## src/rtl/alu_pkg.sv

```systemverilog
// -----------------------------------------------------------------------------
// alu_pkg
// Shared types for the ALU command issuer and its command FIFO.
//   alu_op_e        : ALU opcodes (ADD=0, SUB=1, MUL=2, DIV=3)
//   ALU_ERR_VAL     : value the ALU returns for DIV-by-0 and unknown opcodes
//   issuer_state_e  : issuer FSM states
//   alu_cmd_t       : one buffered command {a, b, op, tag}
//   cmd_rejected()  : opcode/operand check used when ALU_PRECHECK_EN is defined
// The tag field is sized for the widest supported tag (CMD_TAG_MAX_W); the
// issuer zero-extends narrower tags into it and truncates on the way out.
// -----------------------------------------------------------------------------
package alu_pkg;

    typedef enum logic [3:0] {
        OP_ADD = 4'd0,
        OP_SUB = 4'd1,
        OP_MUL = 4'd2,
        OP_DIV = 4'd3
    } alu_op_e;

    localparam logic [7:0] ALU_ERR_VAL   = 8'hAC;
    localparam int         CMD_TAG_MAX_W = 16;

    typedef enum logic [1:0] {
        ST_IDLE = 2'd0,
        ST_WAIT = 2'd1,
        ST_RESP = 2'd2
    } issuer_state_e;

    typedef struct packed {
        logic [7:0]               a;
        logic [7:0]               b;
        logic [3:0]               op;
        logic [CMD_TAG_MAX_W-1:0] tag;
    } alu_cmd_t;

    // A command the ALU would only answer with ALU_ERR_VAL.
    function automatic logic cmd_rejected(input alu_cmd_t c);
        return (c.op > OP_DIV) || ((c.op == OP_DIV) && (c.b == 8'd0));
    endfunction

endpackage

```

## src/rtl/alu_cmd_fifo.sv

```systemverilog
// -----------------------------------------------------------------------------
// alu_cmd_fifo
// Synchronous FIFO of alu_cmd_t with full/empty flags. Pointers carry one
// extra bit so full and empty are distinguishable when the indices match.
// Ports:
//   clock, reset_n : clock, asynchronous active-low reset (pointers only)
//   push, wr_data  : write request and entry (ignored when full)
//   pop            : read request (ignored when empty)
//   rd_data        : current head entry (valid while !empty)
//   full, empty    : occupancy flags
// -----------------------------------------------------------------------------
module alu_cmd_fifo
    import alu_pkg::*;
#(
    parameter int DEPTH = 4
) (
    input  logic     clock,
    input  logic     reset_n,
    input  logic     push,
    input  alu_cmd_t wr_data,
    input  logic     pop,
    output alu_cmd_t rd_data,
    output logic     full,
    output logic     empty
);

    localparam int         AW      = $clog2(DEPTH);
    localparam logic [AW:0] PTR_ONE = {{AW{1'b0}}, 1'b1};

    alu_cmd_t    mem [DEPTH];
    logic [AW:0] wr_ptr;
    logic [AW:0] rd_ptr;
    logic        do_push;
    logic        do_pop;

    assign do_push = push && !full;
    assign do_pop  = pop && !empty;

    assign empty   = (wr_ptr == rd_ptr);
    assign full    = (wr_ptr[AW] != rd_ptr[AW]) && (wr_ptr[AW-1:0] == rd_ptr[AW-1:0]);
    assign rd_data = mem[rd_ptr[AW-1:0]];

    always_ff @(posedge clock or negedge reset_n) begin
        if (!reset_n) begin
            wr_ptr <= '0;
            rd_ptr <= '0;
        end else begin
            if (do_push) wr_ptr <= wr_ptr + PTR_ONE;
            if (do_pop)  rd_ptr <= rd_ptr + PTR_ONE;
        end
    end

    always_ff @(posedge clock) begin
        if (do_push) mem[wr_ptr[AW-1:0]] <= wr_data;
    end

endmodule

```

## src/rtl/alu_cmd_issuer.sv

```systemverilog
// -----------------------------------------------------------------------------
// alu_cmd_issuer
// Buffers tagged ALU commands in a FIFO, issues them one at a time on
// registered alu_a/alu_b/alu_op_code, samples alu_result/alu_carry_out
// ALU_LAT edges later and presents them with the tag on a valid/ready
// response channel. Responses leave in command order.
// Optional build macro: ALU_PRECHECK_EN -- commands with an unknown opcode or
// DIV by zero are answered locally (rsp_err=1, result ALU_ERR_VAL) without
// touching the ALU. Without it every command goes to the ALU, rsp_err = 0.
// Ports:
//   clock, reset_n                     : clock, async active-low reset
//   cmd_valid/cmd_ready                : command handshake
//   cmd_a, cmd_b, cmd_op, cmd_tag      : command payload
//   alu_a, alu_b, alu_op_code          : registered ALU operands/opcode
//   alu_result, alu_carry_out          : ALU outputs
//   rsp_valid/rsp_ready                : response handshake
//   rsp_result, rsp_carry, rsp_tag     : response payload
//   rsp_err                            : locally rejected command
// Parameters: DEPTH (2..16, power of two), ALU_LAT (1..8), TAG_W (<= 16).
// -----------------------------------------------------------------------------
module alu_cmd_issuer
    import alu_pkg::*;
#(
    parameter int DEPTH   = 4,
    parameter int ALU_LAT = 1,
    parameter int TAG_W   = 4
) (
    input  logic             clock,
    input  logic             reset_n,
    input  logic             cmd_valid,
    output logic             cmd_ready,
    input  logic [7:0]       cmd_a,
    input  logic [7:0]       cmd_b,
    input  logic [3:0]       cmd_op,
    input  logic [TAG_W-1:0] cmd_tag,
    output logic [7:0]       alu_a,
    output logic [7:0]       alu_b,
    output logic [3:0]       alu_op_code,
    input  logic [7:0]       alu_result,
    input  logic             alu_carry_out,
    output logic             rsp_valid,
    input  logic             rsp_ready,
    output logic [7:0]       rsp_result,
    output logic             rsp_carry,
    output logic [TAG_W-1:0] rsp_tag,
    output logic             rsp_err
);

    localparam int CNT_W = 4;

    issuer_state_e    state;
    issuer_state_e    state_next;
    alu_cmd_t         wr_cmd;
    alu_cmd_t         head;
    logic             full;
    logic             empty;
    logic             push;
    logic             pop;
    logic             issue;
    logic             capture;
    logic             ready_en;
    logic [CNT_W-1:0] cnt;
    logic [TAG_W-1:0] tag_r;
    logic             unused_tag_bits;
`ifdef ALU_PRECHECK_EN
    logic             reject;
`endif

    // ready_en holds cmd_ready low while reset is asserted and releases it on
    // the first edge after reset, independent of FIFO occupancy.
    assign cmd_ready = ready_en && !full;
    assign push      = cmd_valid && cmd_ready;
    assign wr_cmd    = '{a: cmd_a, b: cmd_b, op: cmd_op, tag: CMD_TAG_MAX_W'(cmd_tag)};

    // Tag bits above TAG_W are always zero; fold them into a sink.
    assign unused_tag_bits = ^head.tag;

    alu_cmd_fifo #(
        .DEPTH (DEPTH)
    ) u_fifo (
        .clock   (clock),
        .reset_n (reset_n),
        .push    (push),
        .wr_data (wr_cmd),
        .pop     (pop),
        .rd_data (head),
        .full    (full),
        .empty   (empty)
    );

    always_ff @(posedge clock or negedge reset_n) begin
        if (!reset_n) begin
            state    <= ST_IDLE;
            ready_en <= 1'b0;
        end else begin
            state    <= state_next;
            ready_en <= 1'b1;
        end
    end

    always_comb begin
        state_next = state;
        pop        = 1'b0;
        issue      = 1'b0;
        capture    = 1'b0;
`ifdef ALU_PRECHECK_EN
        reject     = 1'b0;
`endif
        case (state)
            ST_IDLE: begin
                if (!empty) begin
                    pop = 1'b1;
`ifdef ALU_PRECHECK_EN
                    if (cmd_rejected(head)) begin
                        reject     = 1'b1;
                        state_next = ST_RESP;
                    end else begin
                        issue      = 1'b1;
                        state_next = ST_WAIT;
                    end
`else
                    issue      = 1'b1;
                    state_next = ST_WAIT;
`endif
                end
            end
            ST_WAIT: begin
                if (cnt == CNT_W'(1)) begin
                    capture    = 1'b1;
                    state_next = ST_RESP;
                end
            end
            ST_RESP: begin
                if (rsp_ready) state_next = ST_IDLE;
            end
            default: state_next = ST_IDLE;
        endcase
    end

    always_ff @(posedge clock or negedge reset_n) begin
        if (!reset_n) begin
            alu_a       <= '0;
            alu_b       <= '0;
            alu_op_code <= '0;
            cnt         <= '0;
            tag_r       <= '0;
            rsp_valid   <= 1'b0;
            rsp_result  <= '0;
            rsp_carry   <= 1'b0;
            rsp_tag     <= '0;
        end else begin
            if (issue) begin
                alu_a       <= head.a;
                alu_b       <= head.b;
                alu_op_code <= head.op;
                cnt         <= CNT_W'(ALU_LAT);
                tag_r       <= head.tag[TAG_W-1:0];
            end else if (state == ST_WAIT) begin
                cnt <= cnt - CNT_W'(1);
            end

            if (capture) begin
                rsp_valid  <= 1'b1;
                rsp_result <= alu_result;
                rsp_carry  <= alu_carry_out;
                rsp_tag    <= tag_r;
`ifdef ALU_PRECHECK_EN
            end else if (reject) begin
                rsp_valid  <= 1'b1;
                rsp_result <= ALU_ERR_VAL;
                rsp_carry  <= 1'b0;
                rsp_tag    <= head.tag[TAG_W-1:0];
`endif
            end else if (rsp_valid && rsp_ready) begin
                rsp_valid <= 1'b0;
            end
        end
    end

`ifdef ALU_PRECHECK_EN
    always_ff @(posedge clock or negedge reset_n) begin
        if (!reset_n)     rsp_err <= 1'b0;
        else if (reject)  rsp_err <= 1'b1;
        else if (capture) rsp_err <= 1'b0;
    end
`else
    assign rsp_err = 1'b0;
`endif

endmodule

```

## config.mk

```make
export PLATFORM = sky130hd
export DESIGN_NAME = alu_cmd_issuer
export DESIGN_NICKNAME = d
export VERILOG_FILES = /design/src/rtl/alu_pkg.sv /design/src/rtl/alu_cmd_fifo.sv /design/src/rtl/alu_cmd_issuer.sv
export SDC_FILE = /design/constraint.sdc
export NUM_CORES = 1
export LEC_CHECK = 0
export BUFFER_PORTS_ARGS = -buffer_cell sky130_fd_sc_hd__buf_2
export CAP_MARGIN = 20
export CORE_MARGIN = 8
export CORE_UTILIZATION = 40
export CTS_CLUSTER_DIAMETER = 50
export CTS_CLUSTER_SIZE = 8
export DETAILED_ROUTE_END_ITERATION = 7
export GPL_TIMING_DRIVEN = 0
export SETUP_SLACK_MARGIN = 0.4
export SYNTH_ARGS = -nofsm -noshare
export SYNTH_HDL_FRONTEND = slang
export SYNTH_SLANG_ARGS = --single-unit
```

## constraint.sdc

```tcl
create_clock -name clock -period 3.98 [get_ports clock]
set_input_delay 0.199 -clock clock [delete_from_list [all_inputs] [get_ports clock]]
set_output_delay 0.199 -clock clock [all_outputs]
set_load 0.02 [all_outputs]
```

# Word level (Yosys, flattened, before mapping)
# Memories as Yosys holds them, arrays and structs flattened. A register that Yosys moved wholly into a read port is not among the register bits.
# Index checks and enable logic that the tools add are counted.
[totals] ff_bits=27 mem_bits_rw=96 in_bits=37 out_inout_bits=36 wordCells=49 memories=1
[op_classes] n_addsub=3 eq_ne=9 n_mux=14 reduce_logical=13
[mem_list] name="u_fifo.mem" words=4 word_bits=24 rd=1 rd_clocked_by_memory_dff=1 write_ports=1 line="alu_cmd_fifo.sv:30" text="alu_cmd_t mem [DEPTH];"
[op_table] operator="$mux W1" n=8
[op_table] operator="$mux W4" n=2
[op_table] operator="$add A3 B1 Y3 const B" n=2
[op_table] operator="$logic_and A1 B1 Y1" n=6
[op_table] operator="$mux W2" n=3
[op_table] operator="$ne A2 B2 Y1 const B" n=3
[op_table] operator="$pmux W2 S3" n=1
[op_table] operator="$eq A4 B1 Y1 const B" n=1
[op_table] operator="$reduce_bool A2 Y1" n=2
[op_table] operator="$sub A4 B1 Y4 const B" n=1
[op_table] operator="$eq A3 B3 Y1" n=1
[op_table] operator="$logic_not A1 Y1" n=3
[op_table] operator="$reduce_and A3 Y1" n=1
[op_table] operator="$eq A2 B1 Y1 const B" n=1
[op_table] operator="$eq A2 B2 Y1" n=1
[op_table] operator="$eq A2 B2 Y1 const B" n=1
[op_table] operator="$logic_not A2 Y1" n=1
[op_table] operator="$ne A1 B1 Y1" n=1

# Longest topological paths before layout
[logic_depth] word_depth=8 mapped_depth=6 depth_no_buf=5

# Modules after synthesis
# Synthesis repeated with hierarchy kept, for this count alone.
[unflattened] cells_unflattened=403 area_unflattened_um2=7543.5
[modules_own_cells] mod="alu_cmd_fifo" instances=1 cells_each=237 area_each_um2=5708.0 seq_area_each_um2=4474.3
[modules_own_cells] mod="alu_cmd_issuer" instances=1 cells_each=166 area_each_um2=1835.5 seq_area_each_um2=1126.1

# Worst setup path before layout
# No wires, ideal clock.
[synth_path] path_kind="reg-to-reg" startpoint="register u_fifo.rd_ptr[1]" endpoint="memory u_fifo.mem[3][0] (netlist bit) (enable)" setup_time_ns=0.455 arrival_time_ns=2.830 required_time_ns=3.525 setup_slack_ns=0.695 path_stages_with_launch=4 n_path_buf=1 period_less_slack_ns=3.285 path_cell_list="dfrtp_1 buf_6 xnor2_1 a311oi_1"
[synth_between] elab_chain_len=8
[synth_lines] item="from (decl)" line="alu_cmd_fifo.sv:32" text="logic [AW:0] rd_ptr;"
[synth_lines] item="from (signal assigned)" line="alu_cmd_fifo.sv:49" text="if (do_pop) rd_ptr <= rd_ptr + PTR_ONE;"
[synth_lines] item="$eq A2 B2 Y1 (*)" line="alu_cmd_fifo.sv:40" text="assign full = (wr_ptr[AW] != rd_ptr[AW]) && (wr_ptr[AW-1:0] == rd_ptr[AW-1:0]);"
[synth_lines] item="$logic_and A1 B1 Y1 (*)" line="alu_cmd_fifo.sv:40"
[synth_lines] item="$logic_not A1 Y1 (*)" line="alu_cmd_fifo.sv:36, alu_cmd_issuer.sv:71"
[synth_lines] item="$logic_and A1 B1 Y1" line="alu_cmd_issuer.sv:71" text="assign cmd_ready = ready_en && !full;"
[synth_lines] item="$logic_and A1 B1 Y1" line="alu_cmd_issuer.sv:72" text="assign push = cmd_valid && cmd_ready;"
[synth_lines] item="$logic_and A1 B1 Y1 (*)" line="alu_cmd_fifo.sv:36" text="assign do_push = push && !full;"
[synth_lines] item="$mux W1 (*)" line="alu_cmd_fifo.sv:54" text="if (do_push) mem[wr_ptr[AW-1:0]] <= wr_data;"
[synth_lines] item="$mux W1 (not written as such) (*)" line="alu_cmd_fifo.sv:54"
[synth_lines] item="to (decl)" line="alu_cmd_fifo.sv:30"
# Mark *: on every way between the ends. The rest lies on a longest branch, timed or not.

# Worst setup path in the final report
[layout_path] startpoint="register u_fifo.rd_ptr[0]" endpoint="memory u_fifo.mem[0][11] (netlist bit) (enable)"
# The elaborated chain is that of the path after synthesis.

==> out/metrics.cfg <==
[final_layout]
layout.nets = 444
diodes = 0
fill_cells = 1162
area_delta_synth_final_pct = 28.3
utilization_pct = 52.7
regArea_um2 = 4160
multi_input_area_um2 = 1420
drive_above_1_share_pct = 43.3

[logic_synthesis]
syn_avg_cell_area_um2 = 20.7
yosysWarningCount = 0
post_synth_inst_count = 275
async_reset_ff_share_pct = 34.7
synth_top_area_share_pct = 50.6
netlist_area_um2 = 5700
ys_seq_area_share_pct = 73.0
synth_flop_cell = edfxtp_1
syn_nets = 319
netlist_top_cells_area = edfxtp_1 51%, dfrtp_1 22%, mux4_2 9.5%
synth.distinct_cells = 32
synth_seq_cells = 147
synth_edf_count = 96
yosysMostFrequentCell = edfxtp_1
synth_common_cells = 96 x edfxtp_1, 51 x dfrtp_1, 24 x mux4_2, 22 x mux2_2, 19 x mux2_4
yosysTopAreaCell = edfxtp_1

[grt]
use_met3_pct = 4.19
use_met1_pct = 14.9
grt_pass1_wl_um = 17200
met2_usage_pct = 20.2
busiest_layer = met2
grt_use_total_pct = 12.6
grt_start_max_net_pins = 28
grt-ovfl-total = 0
antenna_found_initial = 0
grt_pass1_vias = 3212

[setup_path]
timing.rr.start = u_fifo.rd_ptr[0]
crit_chain = buf_4 -> xnor2_1 -> a31oi_1 -> and2_1 -> buf_16
cp_max_fo = 13
worst_path_max_delay_cell = and2_1
start_kind = flop
path_class = flop to flop
crit_path_max_incr_delay_ns = 0.74
crit_family = simple AND/OR/NAND/NOR gates
critPathLaunch = u_fifo.rd_ptr[0]
crit_arrival_ns = 2.60
required_ns = 4.11
critPathCaptureType = flop
crit_buf_inv = 2

[place]
gp_congestion = 0.664
pre_cts_slack_ns = 1.44
numPortBuffers = 71
place_hpwl_um = 6930

[floorplan]
die-area_um2 = 18300
boundaryPins = 73
die_x_um = 135
core_area_um2 = 13900
die_y_um = 135
row_count = 43
initial_core_util_pct = 41.1

[detailed_routing]
drcViolationCount = 0
vias_per_cell = 4.84
num_vias = 2869
antenna_left = 0
wl_per_cell_um = 17.4
drt_wl_total_um = 10300
dr.pass1.iters = 4
dr.first_iter.drc_count = 194

[pwr]
power_density_nw_per_um2 = 793
ir_drop_mv = 0.492
p_leak_nw = 2.83

[clocking]
cts_tree = done
path_clk_slew_ns = 0.06
htreeDepth = 4
cts_resized = 0
clk_latency_ns = 0.41
cts_max_path_buffers = 2
cts_buffers = 17
clock-sinks = 147
cts_root_buffer = clkbuf_16

[timing]
fin_worst_skew_ns = 0.00612
period_minus_slack_ns = 2.47
worstMarginPinSlew_ns = 0.833
layout_setup_ws_ns = 1.51
slew_violations = 0
finalCritPeriodShare_pct = 62.1
max-slew-margin-rel_pct = 43.8
rsz0062_at_grt = false
finalHoldViolCount = 0
fmax_mhz = 404
setup-violations-final = 0

[min_path]
hp-start = alu_result[0]
worstHoldPathType = input port to flop

[flow_run]
drv_cap = 0

[status]
status = complete, no violations

[logic make-up after synthesis]
logic type,Yosys count,synth area share (%)
AO/OA/AOI/OAI,13,1.69
XOR/XNOR,9,1.38
adder cells (fa/ha/maj),7,1.54
buffers and inverters,20,2.39
flip-flops,147,73.0
multiplexers,65,18.8
other,2,0.132
AND/OR/NAND/NOR,12,1.08
[metrics by stage]
step	hold WS (ns)	instances	setup TNS, ns	power, mW	area (um2)
2_1_floorplan	-0.0966	275	0	3.67	5700
3_3_place_gp	0.389	526	-29.38	4.16	6280
3_5_place_dp	0.260	532	0	4.26	6430
4_1_cts	0.00160	593	0	5.90	7310
5_1_grt	0.00825	593	0	6.14	7310
6_report	0.0205	593	0	5.80	7310
[worst register-to-register path: cells and delay by family, from the launching register on]
family                    cells  cell delay (ns)
DFF                           1             0.38
AOI/OAI and AO/OA             1             0.43
buffers and inverters         2             0.43
xor gates and xnor gates      1             0.20
and+or+nand+nor               1             0.74
[what timing repair did]
| action | in CTS | in global routing |
|---|---|---|
| endpoints found under the hold margin | 122 | 0 |
| buffers inserted | 0 | 0 |
| hold buffers | 29 | 0 |
[where the power goes]
group          leakage (nW)  total (mW)  internal (mW)  switching [mW]
Sequential             1.47        2.22           2.03           0.185
Combinational          1.07        1.99           1.02           0.970
Clock                 0.286        1.59           1.01           0.581
Total                  2.83        5.80           4.06            1.74
[cell type report]
type                            count  share of cell area [%]
Clock inverter                     11                    1.85
Sequential cell                   147                    56.9
Inverter                            8                   0.411
Tap cell                          180                    3.08
Multi-Input combinational cell    108                    19.5
Timing Repair Buffer              106                    10.6
Clock buffer                       21                    6.30
Buffer                             12                    1.45
[sequential cells by signal (all words and copies together), names as in the netlist, 2 cells and up]
name / flops
rsp_result: 8
u_fifo.wr_ptr: 3
cnt: 4
alu_op_code: 4
alu_a: 8
u_fifo.rd_ptr: 3
tag_r: 4
rsp_tag: 4
u_fifo.mem: 96
alu_b: 8
state: 2
[placed cells by master, fill, tap and decap left out, types with 2 or more instances in the layout]
cell	Yosys	final
clkbuf_16	0	17
mux2_4	19	19
mux2_2	22	22
clkinvlp_4	0	2
clkbuf_1	3	5
clkinv_1	0	3
clkinv_2	0	2
a31oi_1	2	2
buf_6	2	3
xor2_1	5	5
buf_12	2	3
conb_1	2	2
buf_2	2	73
nor2_1	3	3
buf_4	3	3
dfrtp_1	51	51
mux4_2	24	24
buf_16	0	3
inv_1	8	8
clkbuf_8	0	2
o21ai_0	2	2
and2_1	3	3
xnor2_1	4	4
nand2_1	2	2
edfxtp_1	96	96
dlygate4sd3_1	0	29
bufinv_16	0	3
a22o_1	2	2
ha_1	7	7
[routing by layer]
metal / part of all wire (%) / wire length (um)
met2: 51 / 5250
met5: 0 / 0
met1: 42 / 4330
met3: 5.3 / 547
met4: 2.0 / 210
[worst paths after layout]
| kind | end | slack (ns) | depth (start not counted) |
|---|---|---|---|
| setup / recovery | u_fifo.mem[0][11] | 1.51 | 5 |
| hold / removal | rsp_result[0] | 0.02 | 2 |
| setup reg to reg | u_fifo.mem[0][11] | 1.51 | 5 |
| hold reg to reg | u_fifo.wr_ptr[2] | 0.49 | 1 |
| max in group asynchronous | rsp_result[3] | 3.03 | 3 |
| min in group asynchronous | alu_b[4] | 0.37 | 2 |
(Power assumes the default switching activity.)
